<file path="src/rtl/led_cnt_meas_pkg.sv">
`default_nettype none
// ============================================================================
//  Module      : led_cnt_pkg (package)
//  Description : Shared types and helpers for the led_cnt LED period decoder.
//                - meas_state_t : measurement FSM state encoding
//                - DIV_W        : width of the decoded divider output
//                - msb_idx()    : index of the highest set bit (floor log2),
//                                 0 for an all-zero argument
//  Revision    : 1.0 - initial release
// ============================================================================
package led_cnt_pkg;

    localparam int DIV_W = 5;

    typedef enum logic [1:0] {
        S_WAIT  = 2'd0,
        S_MEAS  = 2'd1,
        S_STALL = 2'd2
    } meas_state_t;

    // Highest set bit position of a 64-bit value; 0 when the value is 0.
    function automatic logic [7:0] msb_idx(input logic [63:0] v);
        logic [7:0] r;
        r = '0;
        for (int i = 0; i < 64; i++) begin
            if (v[i]) begin
                r = 8'(i);
            end
        end
        return r;
    endfunction

endpackage
`default_nettype wire

</file>
<file path="src/rtl/led_cnt_meas_log2.sv">
`default_nettype none
// ============================================================================
//  Module      : led_cnt_meas_log2
//  Description : Combinational period-to-divider decoder.
//                o_div = floor(log2(i_period >> 1)), 0 when i_period < 2,
//                clamped to 31, and forced to 31 for a saturated (all-ones)
//                period. The parent registers the result.
//  Ports       : i_period [CNT_W-1:0]  period in clock cycles
//                o_div    [DIV_W-1:0]  decoded divider setting
//  Revision    : 1.0 - initial release
// ============================================================================
module led_cnt_meas_log2
    import led_cnt_pkg::*;
#(
    parameter int CNT_W = 32
) (
    input  logic [CNT_W-1:0] i_period,
    output logic [DIV_W-1:0] o_div
);

    localparam logic [7:0] c_div_max = 8'd31;

    logic [63:0] w_half;
    logic [7:0]  w_msb;

    always_comb begin
        w_half = 64'(i_period >> 1);
        w_msb  = msb_idx(w_half);
        // A saturated counter means "longer than measurable": report the top code.
        if (&i_period) begin
            o_div = 5'd31;
        end else if (w_msb > c_div_max) begin
            o_div = 5'd31;
        end else begin
            o_div = w_msb[DIV_W-1:0];
        end
    end

endmodule
`default_nettype wire

</file>
<file path="src/rtl/led_cnt_meas.sv">
`default_nettype none
// ============================================================================
//  Module      : led_cnt_meas
//  Description : Decoder side of the led_cnt LED counter. Measures the period
//                between rising edges of led_i[SEL] in clk100 cycles, decodes
//                the divider setting, flags lock after LOCK_N equal periods
//                and stall after TIMEOUT cycles without a rising edge.
//  Config      : LED_CNT_MEAS_SYNC_EN - when defined, led_i[SEL] passes a
//                2-FF synchronizer first (+2 cycles edge-to-valid latency).
//  Ports       : clk100   in   system clock
//                rst      in   synchronous reset, active-high
//                led_i    in   LED bus from led_cnt
//                clr_i    in   synchronous soft clear (same as rst)
//                period_o out  last measured period
//                div_o    out  decoded divider
//                valid_o  out  one-cycle pulse on period_o/div_o update
//                lock_o   out  LOCK_N consecutive identical periods seen
//                stall_o  out  no rising edge for TIMEOUT cycles
//  Revision    : 1.0 - initial release
// ============================================================================
module led_cnt_meas
    import led_cnt_pkg::*;
#(
    parameter int LED_W   = 4,
    parameter int SEL     = 0,
    parameter int CNT_W   = 32,
    parameter int TIMEOUT = 2**27,
    parameter int LOCK_N  = 3
) (
    input  logic             clk100,
    input  logic             rst,
    input  logic [LED_W-1:0] led_i,
    input  logic             clr_i,
    output logic [CNT_W-1:0] period_o,
    output logic [DIV_W-1:0] div_o,
    output logic             valid_o,
    output logic             lock_o,
    output logic             stall_o
);

    localparam logic [CNT_W-1:0] c_cnt_max = '1;
    localparam logic [CNT_W-1:0] c_cnt_one = CNT_W'(1);
    localparam logic [CNT_W-1:0] c_timeout = CNT_W'(TIMEOUT);
    localparam logic [7:0]       c_lock_m1 = 8'(LOCK_N - 1);

    logic             w_clr;
    logic             w_led;
    logic             w_rise;
    logic             w_timeout;
    logic             w_same;
    logic [CNT_W-1:0] w_cnt_inc;
    logic [7:0]       w_match_inc;
    logic [7:0]       w_match_nxt;
    logic [DIV_W-1:0] w_div;
    logic             w_unused_led;

    logic             r_led_q;
    logic [CNT_W-1:0] r_cnt;
    logic [7:0]       r_match;
    meas_state_t      r_state;
    logic [CNT_W-1:0] r_period;
    logic [DIV_W-1:0] r_div;
    logic             r_valid;
    logic             r_lock;
    logic             r_stall;

    // Soft clear behaves exactly like reset.
    assign w_clr = rst | clr_i;

    // Only led_i[SEL] is observed; the rest of the bus is intentionally ignored.
    assign w_unused_led = ^led_i;

`ifdef LED_CNT_MEAS_SYNC_EN
    logic r_sync1;
    logic r_sync2;

    always_ff @(posedge clk100) begin
        if (w_clr) begin
            r_sync1 <= 1'b0;
            r_sync2 <= 1'b0;
        end else begin
            r_sync1 <= led_i[SEL];
            r_sync2 <= r_sync1;
        end
    end

    assign w_led = r_sync2;
`else
    assign w_led = led_i[SEL];
`endif

    // r_led_q resets low, so a level already high at reset exit reads as a rise.
    assign w_rise    = w_led & ~r_led_q;
    assign w_cnt_inc = (r_cnt == c_cnt_max) ? r_cnt : r_cnt + c_cnt_one;

    // r_cnt equals the number of cycles since the last rise, so it is both
    // the idle count and the candidate period.
    assign w_timeout = (r_cnt >= c_timeout);
    assign w_same    = (r_cnt == r_period);

    // Match count saturates at LOCK_N-1 so it cannot wrap while locked.
    assign w_match_inc = (r_match >= c_lock_m1) ? r_match : r_match + 8'd1;
    assign w_match_nxt = w_same ? w_match_inc : 8'd0;

    led_cnt_meas_log2 #(
        .CNT_W (CNT_W)
    ) u_log2 (
        .i_period (r_cnt),
        .o_div    (w_div)
    );

    always_ff @(posedge clk100) begin
        if (w_clr) begin
            r_led_q  <= 1'b0;
            r_cnt    <= '0;
            r_match  <= '0;
            r_state  <= S_WAIT;
            r_period <= '0;
            r_div    <= '0;
            r_valid  <= 1'b0;
            r_lock   <= 1'b0;
            r_stall  <= 1'b0;
        end else begin
            r_led_q <= w_led;
            r_cnt   <= w_rise ? c_cnt_one : w_cnt_inc;
            r_valid <= 1'b0;

            case (r_state)
                S_WAIT: begin
                    // First edge only starts the count; there is no period yet.
                    if (w_rise) begin
                        r_state <= S_MEAS;
                    end
                end
                S_MEAS: begin
                    // A rise in the same cycle as the timeout takes priority.
                    if (w_rise) begin
                        r_period <= r_cnt;
                        r_div    <= w_div;
                        r_valid  <= 1'b1;
                        r_match  <= w_match_nxt;
                        r_lock   <= (w_match_nxt >= c_lock_m1);
                    end else if (w_timeout) begin
                        r_state <= S_STALL;
                        r_stall <= 1'b1;
                        r_lock  <= 1'b0;
                        r_match <= '0;
                    end
                end
                S_STALL: begin
                    // Resume edge restarts the count but has no valid period.
                    if (w_rise) begin
                        r_state <= S_MEAS;
                        r_stall <= 1'b0;
                    end
                end
                default: begin
                    r_state <= S_WAIT;
                end
            endcase
        end
    end

    assign period_o = r_period;
    assign div_o    = r_div;
    assign valid_o  = r_valid;
    assign lock_o   = r_lock;
    assign stall_o  = r_stall;

endmodule
`default_nettype wire

</file>
<file path="config.mk">
export PLATFORM = sky130hd
export DESIGN_NAME = led_cnt_meas
export DESIGN_NICKNAME = d
export VERILOG_FILES = /design/src/rtl/led_cnt_meas_pkg.sv /design/src/rtl/led_cnt_meas_log2.sv /design/src/rtl/led_cnt_meas.sv
export SDC_FILE = /design/constraint.sdc
export NUM_CORES = 1
export LEC_CHECK = 0
export BUFFER_PORTS_ARGS = -buffer_cell sky130_fd_sc_hd__buf_2
export CORE_ASPECT_RATIO = 0.5
export CORE_UTILIZATION = 60
export CTS_BUF_LIST = sky130_fd_sc_hd__clkbuf_8
export DETAILED_ROUTE_END_ITERATION = 8
export HOLD_SLACK_MARGIN = 0.15
export MAX_ROUTING_LAYER = met4
export PLACE_DENSITY_LB_ADDON = 0.1
export SLEW_MARGIN = 20
export SYNTH_ARGS = -nofsm -noshare
export SYNTH_HDL_FRONTEND = slang
export SYNTH_SLANG_ARGS = --single-unit
</file>
<file path="constraint.sdc">
create_clock -name clk100 -period 2.1 [get_ports clk100]
set_input_delay 0.21 -clock clk100 [delete_from_list [all_inputs] [get_ports clk100]]
set_output_delay 0.21 -clock clk100 [all_outputs]
set_load 0.02 [all_outputs]
</file>
; ---- Word level (Yosys, flattened, before mapping)
; Index checks and enable logic that the tools add are counted.
[totals]
register_bits = 83
output_inout_bits = 40
wordCells = 89
[classes]
add_sub_neg = 2
n_lt_le_gt_ge = 4
eq_ne = 9
muxes = 49
bitwise = 4
reduce_logical = 11
[op_table]
columns = operator, count
row1 = $mux W8, 29
row2 = $add A32 B1 Y32 const B, 1
row3 = $eq A32 B32 Y1, 1
row4 = $eq A32 B32 Y1 const B, 1
row5 = $ge A32 B28 Y1 const B, 1
row6 = $reduce_and A32 Y1, 1
row7 = $ge A8 B2 Y1 const B, 2
row8 = $mux W2, 5
row9 = $mux W5, 2
row10 = $mux W1, 9
row11 = $add A8 B1 Y8 const B, 1
row12 = $gt A8 B5 Y1 const B, 1
row13 = $ne A2 B2 Y1 const B, 4
row14 = $mux W3, 2
row15 = $reduce_or A2 Y1, 3
row16 = $pmux W2 S2, 1
row17 = $reduce_and A2 Y1, 2
row18 = $reduce_and A4 Y1, 1
row19 = $reduce_bool A2 Y1, 2
row20 = $reduce_and A3 Y1, 1
row21 = $eq A2 B1 Y1 const B, 1
row22 = $eq A2 B2 Y1 const B, 1
row23 = $logic_not A2 Y1, 1
row24 = $ne A2 B1 Y1 const B, 1
row25 = 4 further kinds, 5

; ---- Longest topological paths before layout
[logic_depth]
depth_word = 33
depth_mapped = 8
ltp_nobuf = 7

; ---- Hierarchy
; Synthesis repeated with hierarchy kept, for this count alone.
[unflattened]
cells_unflattened = 486
area_unflattened_um2 = 4172.8
[modules_own_cells]
columns = module, n_inst, cells_each, area_each_um2, seq_area_each_um2
row1 = led_cnt_meas, 1, 416, 3774.9, 1661.6
row2 = led_cnt_meas_log2, 1, 70, 397.9, 0.0

; ---- Worst setup path before layout
; Ideal clock, no wire load.
[synth_path]
path_kind = register to register
start = register r_cnt[1]
end = register r_cnt[27]
arrival_time_ps = 1658
path_slack_ps = 314
stages_incl_launch_ff = 9
n_path_buf = 1
path_cell_list = dfxtp_1 > ha_1 > and2_1 > and2_1 > and3_1 > buf_2 > nor4b_2 > xnor2_1 > nor2_1
[synth_via]
elab_chain_len = 1
word_cells_on_any_way = 2
cone_classes = 1 x add/sub / 1 x eq/ne
[synth_rtl]
columns = element, line_no
row1 = "start, declared", led_cnt_meas.sv:58  ; logic [CNT_W-1:0] r_cnt;
row2 = "start signal, assigned", led_cnt_meas.sv:125  ; r_cnt <= w_rise ? c_cnt_one : w_cnt_inc;
row3 = $add A32 B1 Y32 or $eq A32 B32 Y1 (tied branches), led_cnt_meas.sv:94  ; assign w_cnt_inc = (r_cnt == c_cnt_max) ? r_cnt : r_cnt + c_cnt_one;
; Several ways; a longest one is shown, not always the timed one.
; A chain may end at the register's enable or synchronous reset.

; ---- Worst setup path after layout
[layout_path]
start = register r_cnt[11]
end = register r_match[2]
[layout_via]
elab_chain_len = 3
word_cells_on_any_way = 6
cone_classes = 1 x order compare / 1 x eq/ne / 2 x mux / 2 x reduce/logical
[layout_rtl]
columns = element, line_no
row1 = $ge A32 B28 Y1 or $eq A32 B32 Y1 (tied branches), "led_cnt_meas.sv:98, led_cnt_meas.sv:99"
row2 = $reduce_bool A2 Y1 (no line) or $mux W8 (tied branches), -
row3 = $reduce_and A2 Y1 (no line) or $mux W8 (tied branches), -
row4 = "end signal, assigned", led_cnt_meas.sv:141  ; r_match <= w_match_nxt;
row5 = "end, declared", led_cnt_meas.sv:59  ; logic [7:0] r_match;
; Several ways; a longest one is shown, not always the timed one.

==> flow_metrics.tcl <==
set metrics [dict create \
    ir_worst_vdd_mv 0.531 \
    pwr-share-seq_pct 52.0 \
    multi_input_area_sq_um 2220 \
    p_sw_mw 0.627 \
    critical_path.cell_chain "buf_4, xor2_1, nor4_1, nand3_1, nor3_4, nor2_1, nor2_1" \
    finalSetupViolCount 0 \
    dieArea_sq_um 7210 \
    crit_path_start_kind "register" \
    busiest_layer "met2" \
    clk_pin_slew_ns 0.08 \
    core_sq_um 6330 \
    p_leak_nw 2.07 \
    viasPerCell 5.63 \
    diodes 0 \
    setup_tns_ns 0 \
    cp_num_buf_inv 1 \
    die_h_um 60.6 \
    required_ns 2.40 \
    grt_max_degree 42 \
    nets 575 \
    synth_compound_area_share_pct 11.9 \
    netSwitchingFraction_pct 20.6 \
    grt_pass1_vias 3289 \
    die_w_um 119 \
    synth_edf_count 0 \
    synth_fa_ha_area_share_pct 1.22 \
    grt_overflow 0 \
    pin_count 47 \
    crit_top_cell "nor2_1" \
    fmaxAchievable_mhz 518 \
    port_buffers 43 \
    clk_latency_ns 0.37 \
    gr-usage-met2_pct 48.2 \
    drc_errors 0 \
    utilization_pct 75.4 \
    min_period_ns 1.93 \
    clock_power_share_pct 45.3 \
    report.final.slew_viol_count 0 \
    ys.flop_type "dfxtp_1" \
    clock_path_buffers 2 \
    worstMarginPinSlew_ns 0.439 \
    grt_pass1_wl_um 16700 \
    drt_wl_total_um 10500 \
    syn2layout_area_growth_pct 16.0 \
    seq_area_sq_um 1660 \
    pre_cts_slack_ns 0.0760 \
    fin_ws_ns 0.169 \
    synth_seq_cells 83 \
    antenna_found_initial 0 \
    place_inst 640 \
    fin_crit_sh_pct 91.9 \
    vias 3696 \
    cts_tree "done" \
    critPathTopFamily "simple AND/OR/NAND/NOR gates" \
    ff2ff_setup_slack_ns 0.17 \
    synthCells 520 \
    synth-simple-area-share_pct 28.3 \
    drt-pass1-iter-count 5 \
    final_cell_mix "nand2_1, dfxtp_1, nor2_1, a21oi_1, buf_2" \
    clkSinkCount 83 \
    p_comb_share_pct 2.8 \
    cpMaxStageDelayCell "dfxtp_1" \
    total_power_mw 3.04 \
    dp_hpwl_um 7270 \
    yosysUniqueCellTypes 46 \
    syn-num-nets 531 \
    cap_violations 0 \
    met1_usage_pct 42.3 \
    htreeDepth 3 \
    place_congestion 0.905 \
    async_reset_ff_share_pct 0 \
    grt_use_total_pct 32.0 \
    wl_per_cell_um 16.0 \
    clock_skew_ns 0.00772 \
    max-slew-margin-rel_pct 70.5 \
    grt_util_met3_pct 9.59 \
    critPathMaxFanout 7 \
    antenna_left 0 \
    synth_top_family_by_area "simple AND/OR/NAND/NOR gates" \
    cts_root_buf "clkbuf_8" \
    fill_cells 493 \
    rows 20 \
    avgSynthCellArea_sq_um 7.91 \
    worstSetupPathType "register to register" \
    powerDensity_nw_per_um2 637 \
    cp-end-kind "register" \
    numCtsBuffers 9 \
    final_common_cell "nand2_1" \
    status "finished, final reports clean" \
    fin_cells 657 \
    p_int_mw 2.41 \
    cp_data_arrival_time_ns 2.23 \
    hold_path_class "input pin to register" \
    drt_iter0_drc 374 \
    cp_slowest_stage_delay_ns 0.46 \
    drive_gt1_share_pct 19.2 \
    syn_area_sq_um 4120 \
    yosysSeqAreaShare_pct 40.4 \
    hold_viol 0 \
    synth_xor_area_share_pct 11.9 \
    initial_core_util_pct 65.0 \
    yosysWarnings 0 \
    post_cts_buffers 0 \
    muxShareOfSynthArea_pct 0.243 \
]
-- worst register-to-register path: stages (launching register included) --
cell	delay, ns
dfxtp_1	0.46
buf_4	0.19
xor2_1	0.07
nor4_1	0.31
nand3_1	0.18
nor3_4	0.33
nor2_1	0.18
nor2_1	0.14
-- power by group through the flow --
stage / sequential, mW / clock [mW] / combinational [mW]
after CTS: 1.58 / 1.39 / 0.0834
after floorplan: 1.62 / 0 / 0.0501
final: 1.58 / 1.38 / 0.0839
after global routing: 1.58 / 1.47 / 0.0916
after detailed placement: 1.62 / 0 / 0.0810
after global placement: 1.62 / 0 / 0.0803
-- synthesized netlist by cell type (all sizes together) (4+ instances only) --
cell type | n | share of area [%]
nand4 | 12 | 2.6
xnor2 | 14 | 3.0
clkbuf | 28 | 2.6
ha | 4 | 1.2
nor2b | 6 | 0.91
and2 | 4 | 0.61
nor4 | 14 | 2.3
dfxtp | 83 | 40
inv | 13 | 1.2
nor3 | 13 | 2.0
nand3 | 16 | 1.9
buf | 17 | 2.3
and3 | 8 | 1.2
nand2 | 84 | 7.7
o21ai | 18 | 2.2
nor2 | 55 | 5.0
xor2 | 42 | 8.9
a21oi | 48 | 5.8
or3 | 6 | 0.91
-- worst paths after layout --
kind         startpoint    endpoint  cells after the start
max           r_cnt[11]  r_match[2]                      7
min reg2reg      lock_o      lock_o                      2
max reg2reg   r_cnt[11]  r_match[2]                      7
min                 rst     valid_o                      3
-- logic make-up after synthesis --
kind of cell | count (synthesis)
AOI/OAI and AO/OA | 85
xor gates and xnor gates | 56
muxes | 1
buffers and inverters | 58
adders and majority gates | 4
DFF | 83
and+or+nand+nor | 233
-- state kept, by name, summed over array words and instances, names as in the netlist --
name,count
r_match,8
div_o,5
r_cnt,32
period_o,32
lock_o,1
r_state,2
valid_o,1
stall_o,1
r_led_q,1
-- timing repair --
action	CTS	global route
hold buffers	1	0
setup endpoints to repair	0	10
gates resized for setup	0	2
endpoints found under the hold margin	1	0
-- per-stage QoR --
step	area, sq um	hold WS, ns
2_1_floorplan	4120	0.332
3_3_place_gp	4510	0.423
4_1_cts	4760	0.164
5_1_grt	4770	0.172
6_report	4770	0.168
3_5_place_dp	4510	0.433
-- layout make-up --
class,count,share of cell area [%]
Clock buffer,10,2.88
Clock inverter,6,2.18
Inverter,13,1.02
Multi-Input combinational cell,379,46.5
Sequential cell,83,34.8
Tap cell,88,2.31
Timing Repair Buffer,78,10.3
-- metal layers --
metal	up-vias	part of all wire (%)
li1	1831	-
met1	1717	46
met2	134	44
met3	14	8.5
met4	0	0.83
met5	-	0
(Power assumes the default switching activity.)
